## src/rtl/kv_lookup_ctrl.sv

```systemverilog
// Key/value lookup controller: two-level hash probe (hash-1, then hash-2) followed by a value-RAM read.
// Optional statistics counters are enabled with the KV_LOOKUP_STATS_EN macro.
`timescale 1ns/1ps
module kv_lookup_ctrl #(
   parameter int RAM_WIDTH     = 32,
   parameter int RAM_ADDR_BITS = 9,
   parameter int KEY_WIDTH     = 32,
   parameter int H1_DEPTH      = 5,
   parameter int H2_DEPTH      = 10
) (
   input  logic                     clock,
   input  logic                     reset_n,
   input  logic                     req_valid,
   output logic                     req_ready,
   input  logic [KEY_WIDTH-1:0]     req_key,
   output logic                     rsp_valid,
   input  logic                     rsp_ready,
   output logic                     rsp_hit,
   output logic [RAM_WIDTH-1:0]     rsp_value,
   output logic [RAM_ADDR_BITS-1:0] rsp_addr,
   output logic                     h1_en,
   output logic [RAM_ADDR_BITS-1:0] h1_addr,
   input  logic [RAM_WIDTH-1:0]     h1_rdata,
   output logic                     h2_en,
   output logic [RAM_ADDR_BITS-1:0] h2_addr,
   input  logic [RAM_WIDTH-1:0]     h2_rdata,
   output logic                     val_en,
   output logic [RAM_ADDR_BITS-1:0] val_addr,
   input  logic [RAM_WIDTH-1:0]     val_rdata,
   output logic [15:0]              hit_count,
   output logic [15:0]              miss_count
);

   typedef enum logic [2:0] {
      IDLE, H1_RD, H1_CHK, H2_RD, H2_CHK, VAL_RD, VAL_CHK, RESP
   } state_t;

   localparam logic [KEY_WIDTH-1:0] H1_MOD = KEY_WIDTH'(H1_DEPTH);
   localparam logic [KEY_WIDTH-1:0] H2_MOD = KEY_WIDTH'(H2_DEPTH);

   state_t                   state_q, state_d;
   logic [RAM_ADDR_BITS-1:0] h1_addr_q, h1_addr_d;
   logic [RAM_ADDR_BITS-1:0] h2_addr_q, h2_addr_d;
   logic [RAM_ADDR_BITS-1:0] val_addr_q, val_addr_d;
   logic                     rsp_hit_q, rsp_hit_d;
   logic [RAM_WIDTH-1:0]     rsp_value_q, rsp_value_d;
   logic [RAM_ADDR_BITS-1:0] rsp_addr_q, rsp_addr_d;

   function automatic logic [RAM_ADDR_BITS-1:0] hash_mod(input logic [KEY_WIDTH-1:0] key,
                                                         input logic [KEY_WIDTH-1:0] modulus);
      return RAM_ADDR_BITS'(key % modulus);
   endfunction

   always_comb begin
      state_d     = state_q;
      h1_addr_d   = h1_addr_q;
      h2_addr_d   = h2_addr_q;
      val_addr_d  = val_addr_q;
      rsp_hit_d   = rsp_hit_q;
      rsp_value_d = rsp_value_q;
      rsp_addr_d  = rsp_addr_q;
      case (state_q)
         IDLE: begin
            if (req_valid) begin
               h1_addr_d = hash_mod(req_key, H1_MOD);
               h2_addr_d = hash_mod(req_key, H2_MOD);
               state_d   = H1_RD;
            end
         end
         H1_RD:  state_d = H1_CHK;
         H1_CHK: begin
            // A zero hash-1 entry means "empty slot"; only then is hash-2 probed.
            if (h1_rdata != '0) begin
               val_addr_d = h1_rdata[RAM_ADDR_BITS-1:0];
               state_d    = VAL_RD;
            end else begin
               state_d = H2_RD;
            end
         end
         H2_RD:  state_d = H2_CHK;
         H2_CHK: begin
            if (h2_rdata != '0) begin
               val_addr_d = h2_rdata[RAM_ADDR_BITS-1:0];
               state_d    = VAL_RD;
            end else begin
               rsp_hit_d   = 1'b0;
               rsp_value_d = '0;
               rsp_addr_d  = '0;
               state_d     = RESP;
            end
         end
         VAL_RD: state_d = VAL_CHK;
         VAL_CHK: begin
            rsp_value_d = val_rdata;
            rsp_hit_d   = 1'b1;
            rsp_addr_d  = val_addr_q;
            state_d     = RESP;
         end
         RESP: begin
            if (rsp_ready) state_d = IDLE;
         end
         default: state_d = IDLE;
      endcase
   end

   always_ff @(posedge clock) begin
      if (!reset_n) begin
         state_q     <= IDLE;
         h1_addr_q   <= '0;
         h2_addr_q   <= '0;
         val_addr_q  <= '0;
         rsp_hit_q   <= 1'b0;
         rsp_value_q <= '0;
         rsp_addr_q  <= '0;
      end else begin
         state_q     <= state_d;
         h1_addr_q   <= h1_addr_d;
         h2_addr_q   <= h2_addr_d;
         val_addr_q  <= val_addr_d;
         rsp_hit_q   <= rsp_hit_d;
         rsp_value_q <= rsp_value_d;
         rsp_addr_q  <= rsp_addr_d;
      end
   end

   assign req_ready = (state_q == IDLE);
   assign rsp_valid = (state_q == RESP);
   assign h1_en     = (state_q == H1_RD);
   assign h2_en     = (state_q == H2_RD);
   assign val_en    = (state_q == VAL_RD);
   assign h1_addr   = h1_addr_q;
   assign h2_addr   = h2_addr_q;
   assign val_addr  = val_addr_q;
   assign rsp_hit   = rsp_hit_q;
   assign rsp_value = rsp_value_q;
   assign rsp_addr  = rsp_addr_q;

`ifdef KV_LOOKUP_STATS_EN
   logic [15:0] hit_count_q, hit_count_d;
   logic [15:0] miss_count_q, miss_count_d;

   function automatic logic [15:0] sat_inc(input logic [15:0] cnt);
      return (cnt == 16'hFFFF) ? cnt : cnt + 16'd1;
   endfunction

   // Counters only advance on the response handshake, so an aborted lookup never counts.
   always_comb begin
      hit_count_d  = hit_count_q;
      miss_count_d = miss_count_q;
      if (state_q == RESP && rsp_ready) begin
         if (rsp_hit_q) hit_count_d  = sat_inc(hit_count_q);
         else           miss_count_d = sat_inc(miss_count_q);
      end
   end

   always_ff @(posedge clock) begin
      if (!reset_n) begin
         hit_count_q  <= '0;
         miss_count_q <= '0;
      end else begin
         hit_count_q  <= hit_count_d;
         miss_count_q <= miss_count_d;
      end
   end

   assign hit_count  = hit_count_q;
   assign miss_count = miss_count_q;
`else
   assign hit_count  = '0;
   assign miss_count = '0;
`endif

endmodule
```

## config.mk

```make
export PLATFORM = sky130hd
export DESIGN_NAME = kv_lookup_ctrl
export DESIGN_NICKNAME = d
export VERILOG_FILES = /design/src/rtl/kv_lookup_ctrl.sv
export SDC_FILE = /design/constraint.sdc
export NUM_CORES = 1
export LEC_CHECK = 0
export ABC_AREA = 1
export CORE_ASPECT_RATIO = 0.75
export CORE_MARGIN = 2
export CORE_UTILIZATION = 41
export DETAILED_ROUTE_END_ITERATION = 16
export GPL_TIMING_DRIVEN = 0
export HOLD_SLACK_MARGIN = 0.12
export PLACE_DENSITY = 0.82
export SYNTH_ARGS = -nofsm -noshare
export SYNTH_HDL_FRONTEND = slang
export SYNTH_SLANG_ARGS = --single-unit
```

## constraint.sdc

```tcl
create_clock -name clock -period 11.3 [get_ports clock]
set_input_delay 1.695 -clock clock [delete_from_list [all_inputs] [get_ports clock]]
set_output_delay 1.695 -clock clock [all_outputs]
set_load 0.01 [all_outputs]
```

## Word-level counts from Yosys, hierarchy flattened

Index checks and enable logic that the tools add are counted.

- Div/mod/pow operators: 2
- Multiplexer cells: 14
- Equality and inequality tests: 12
- Reductions and logical operators: 9

Operators by type and width:

| cell | number |
|---|---|
| one-hot mux 32 bit (2 select lines) | 1 |
| nonzero test 32 bit | 2 |
| one-hot mux 9 bit (2 select lines) | 2 |
| modulo 32 x 3 -> 32 bit (second input constant) | 1 |
| modulo 32 x 4 -> 32 bit (second input constant) | 1 |
| 2-to-1 mux 32 bit | 1 |
| 2-to-1 mux 9 bit | 3 |
| one-hot mux 3 bit (8 select lines) | 1 |
| equality test 3 bit (second input constant) | 4 |
| 2-to-1 mux 3 bit | 3 |
| != test 2 bit (second input constant) | 4 |
| equality test 3 x 2 -> 1 bit (second input constant) | 2 |
| AND reduction 2 bit | 3 |
| nonzero test 2 bit | 2 |
| equality test 3 x 1 -> 1 bit (second input constant) | 1 |
| zero test 3 bit | 1 |
| AND reduction 3 bit | 1 |
| 2-to-1 mux 2 bit | 1 |
| != test 2 x 1 -> 1 bit (second input constant) | 1 |
| one-hot mux 1 bit (2 select lines) | 1 |
| 2-to-1 mux 1 bit | 1 |

- Bits of input ports: 132
- Register bits after elaboration: 72
- Output and inout bits: 106
- Word-level logic and storage cells: 44

## Logic depth before layout (Yosys ltp)

- Depth after elaboration: 3
- Gate-level depth with buffers: 147

## Worst setup path after synthesis

No wires, ideal clock.

- Path type: input to register
- Start point: input req_key[29]
- End point: register h1_addr_q[5] (netlist: h1_addr[5])
- Slack: -0.158 ns
- Arrival time: 11.341 ns
- Stages on the path: 135
- Cell sequence: inv_1 a21oi_2 inv_1 nand2_1 inv_4 nor2_2 inv_1 nand3_1 nand2_1 nand2_2 nand2_4 nand2_2 nand2_1 nand2_2 inv_2 nand2_2 nand2_1 nand2_1 [99 not listed] nand2_2 nand3_1 nand2_4 inv_1 ha_1 o21ai_4 nand3_4 xor2_2 ha_1 inv_1 nand3_2 nand2_4 inv_4 nand3_4 inv_2 nor2_1 nor2_1 nor2_1

- Longest elaborated chain between the ends: 1

RTL lines:

| what | line | RTL |
|---|---|---|
| start: declaration | 15 | `input logic [KEY_WIDTH-1:0] req_key,` |
| modulo 32 x 3 -> 32 bit | 51 | `return RAM_ADDR_BITS'(key % modulus);` |
| end signal: assignment | 117 | `h1_addr_q <= h1_addr_d;` |
| end: declaration | 42 | `logic [RAM_ADDR_BITS-1:0] h1_addr_q, h1_addr_d;` |

No other way between the ends.
A chain may end at the register's enable or synchronous reset.

## Worst setup path in the final report

- Start point: input req_key[31]
- End point: register h1_addr_q[7] (netlist: h1_addr[7])

The elaborated chain is that of the path after synthesis.

==> flow_metrics.tcl <==
set metrics [dict create \
    antenna_cells 0 \
    total_number_of_nets_in_the_final_design 1428 \
    num-fill-cells 1211 \
    layout-drive-gt1-share_pct 32.5 \
    synthDistinctLibCells 48 \
    seq_area_frac_synth_pct 22.7 \
    drv_slew 0 \
    critPathRequiredTime_ns 11.52 \
    cts_tree "yes" \
    rows 39 \
    final_core_utilization_pct 68.6 \
    drt_drc_violations_left 0 \
    syn_to_final_growth_pct 64.2 \
    worst_path_setup_slack_after_routing_ns -1.21 \
    io_buffer_count 205 \
    critical-path-slowest-cell "ha_2" \
    synth_area_per_cell_um2 6.38 \
    timing.critical_path.mode_cell "nand2_4" \
    final_design_area_no_fill_um2 10400 \
    max_stage_delay_ns 0.20 \
    hold_viol 0 \
    finalSetupViolations 14 \
    post_drt_via_cell_ratio 5.07 \
    place.gp.congestion 0.848 \
    clock-root-buffer "clkbuf_16" \
    chipHeight_um 112 \
    final_min_period_over_clock_period_pct 111 \
    timing.setup.critical_path_class "in2reg" \
    ys_ff_latch 72 \
    critical_path_endpoint_category "register" \
    run_status "finished, violations left" \
    clk-insertion-delay-late_ns 0.33 \
    post_synth_inst_count 993 \
    post_cts_hold_buffer_count 0 \
    clock_skew_ns 0.00453 \
    floorplan.initialDensity_pct 41.8 \
    postSynth.asyncResetShare_pct 0 \
    top_level_ports 238 \
    critical_path_peak_fanout 8 \
    failed_checks "negative setup slack" \
    yosysTopAreaCellShare_pct 22.7 \
    synth_flop_cell "dfxtp_1" \
    cts.sinks 72 \
    place_hpwl_um 14700 \
    yosysTopAreaCell "dfxtp_1" \
    critical_path_arrival_ns 12.73 \
    netlist_top_cells_area "dfxtp_1, nand2_1, nand3_1, nand2_2, inv_1" \
    syn_area_um2 6340 \
    initialDrtViolationCount 444 \
    worst_pin_slew_ns 0.554 \
    max_clock_freq_mhz 79.9 \
    max_slew_margin_pct 62.7 \
    clock_slew_seen_by_the_registers_of_the_worst_setup_and_hold_paths_ns 0.06 \
    min_period_ns 12.51 \
    r2r_slack_ns 8.46 \
    h_tree_levels 3 \
    vias_in_the_first_global_route 7051 \
    drtPass1Iterations 5 \
    routed_wl_um 20900 \
    post-place-ws_ns -2.03 \
    vias 7608 \
    core_region_area_um2 15200 \
    timing.critical_path.from_type "input port" \
    clk_path_buf_depth 2 \
    max_cap_viol_count 0 \
    synth_edf_count 0 \
    timing.hold.worst.class "reg2reg" \
    ant_nets 0 \
    grt_max_degree 13 \
    drt-wirelength-per-cell_um 13.9 \
    yosysWarnings 0 \
    post-synth-top-count-cell "nand2_1" \
    grt_overflow_total 0 \
    first_pass_grt_wire_length_um 32400 \
    initial_antenna_violation_count 0 \
    grt_usage_pct 23.3 \
    synth.cells.most_frequent "nand2_1, nand3_1, inv_1, nand2_2, dfxtp_1" \
    die-area_um2 16500 \
    grt_setup_unrepaired "true" \
    placed_area_um2 8850 \
    die-width_um 148 \
    cts_buffers 9 \
]
[final cells by class]
| cell class | count | area, µm² | share of cell area [%] |
|---|---|---|---|
| plain buffers | 57 | 384 | 3.69 |
| clock buffers | 11 | 243 | 2.33 |
| clock inverters | 5 | 104 | 0.998 |
| inverters | 123 | 533 | 5.12 |
| multi-input cells | 772 | 4990 | 48.0 |
| flip-flops and latches | 72 | 1440 | 13.9 |
| well taps | 205 | 256 | 2.46 |
| repair buffers | 255 | 2450 | 23.6 |
[logic make-up (layout without fill, tap and decap cells)]
family,count (synthesis),count (layout),synth area share (%)
and+or+nand+nor,610,610,50.1
buffers and inverters,180,451,13.8
AOI/OAI and AO/OA,120,120,11.2
DFF,72,72,22.7
adders and majority gates,6,6,1.18
xor gates and xnor gates,3,3,0.533
other,1,32,0.0592
muxes,1,1,0.355
[cells in the final DEF (no fill, tap or decap), drive strengths merged, types with 4 or more instances in the layout]
master / count
clkbuf: 33
ha: 6
a31oi: 11
inv: 115
nand3: 186
nor2: 30
dfxtp: 72
clkdlybuf4s50: 201
nor4: 14
nor3: 4
a21oi: 64
buf: 87
o21ai: 36
nand2: 352
clkinv: 8
bufinv: 4
conb: 32
nand4: 20
[stage by stage]
step / TNS [ns] / hold WS (ns) / std cells
3_3_place_gp: -17.32 / 0.426 / 1434
6_report: -12.78 / 0.436 / 1500
4_1_cts: -5.23 / 0.438 / 1483
2_1_floorplan: -0.109 / 0.461 / 1024
3_5_place_dp: -22.64 / 0.430 / 1434
5_1_grt: -22.74 / 0.464 / 1500
[final timing paths]
kind,from,end,cells past startpoint
worst max-delay path,req_key[31],h1_addr[7],128
worst min-delay path,h2_addr[6],h2_addr[6],2
worst max register to register,state_q[0],val_addr[7],10
worst min register to register,h2_addr[6],h2_addr[6],2
[what timing repair did]
action,CTS,global route
gates resized for setup,110,125
setup endpoints to repair,14,14
pin swaps,72,93
buffers inserted,33,17
[sequential cells by signal, summed over array words and instances (netlist names)]
register   count
h1_addr        9
h2_addr        9
rsp_addr       9
rsp_hit        1
rsp_value     32
state_q        3
val_addr       9
[worst max-delay path, delay by kind of cell]
| family | cells | cell delay [ns] |
|---|---|---|
| AND/OR/NAND/NOR | 93 | 7.50 |
| buffers and inverters | 27 | 2.31 |
| AO/OA/AOI/OAI | 5 | 0.63 |
| adder cells (fa/ha/maj) | 2 | 0.36 |
| XOR/XNOR | 1 | 0.18 |
[layer usage]
metal  routed length [µm]  share of wire (%)  global-route usage, %  vias up
met5                    0                  0                      0        -
met4                  489                2.3                   5.77        0
met3                 1190                5.7                   3.85       42
met2                10600                 51                   42.1      296
met1                 8590                 41                   28.7     3437
li1                     -                  -                      -     3833
Power is not shown: default switching activity piles up to over one toggle a cycle in this logic, so the estimate is an artifact.
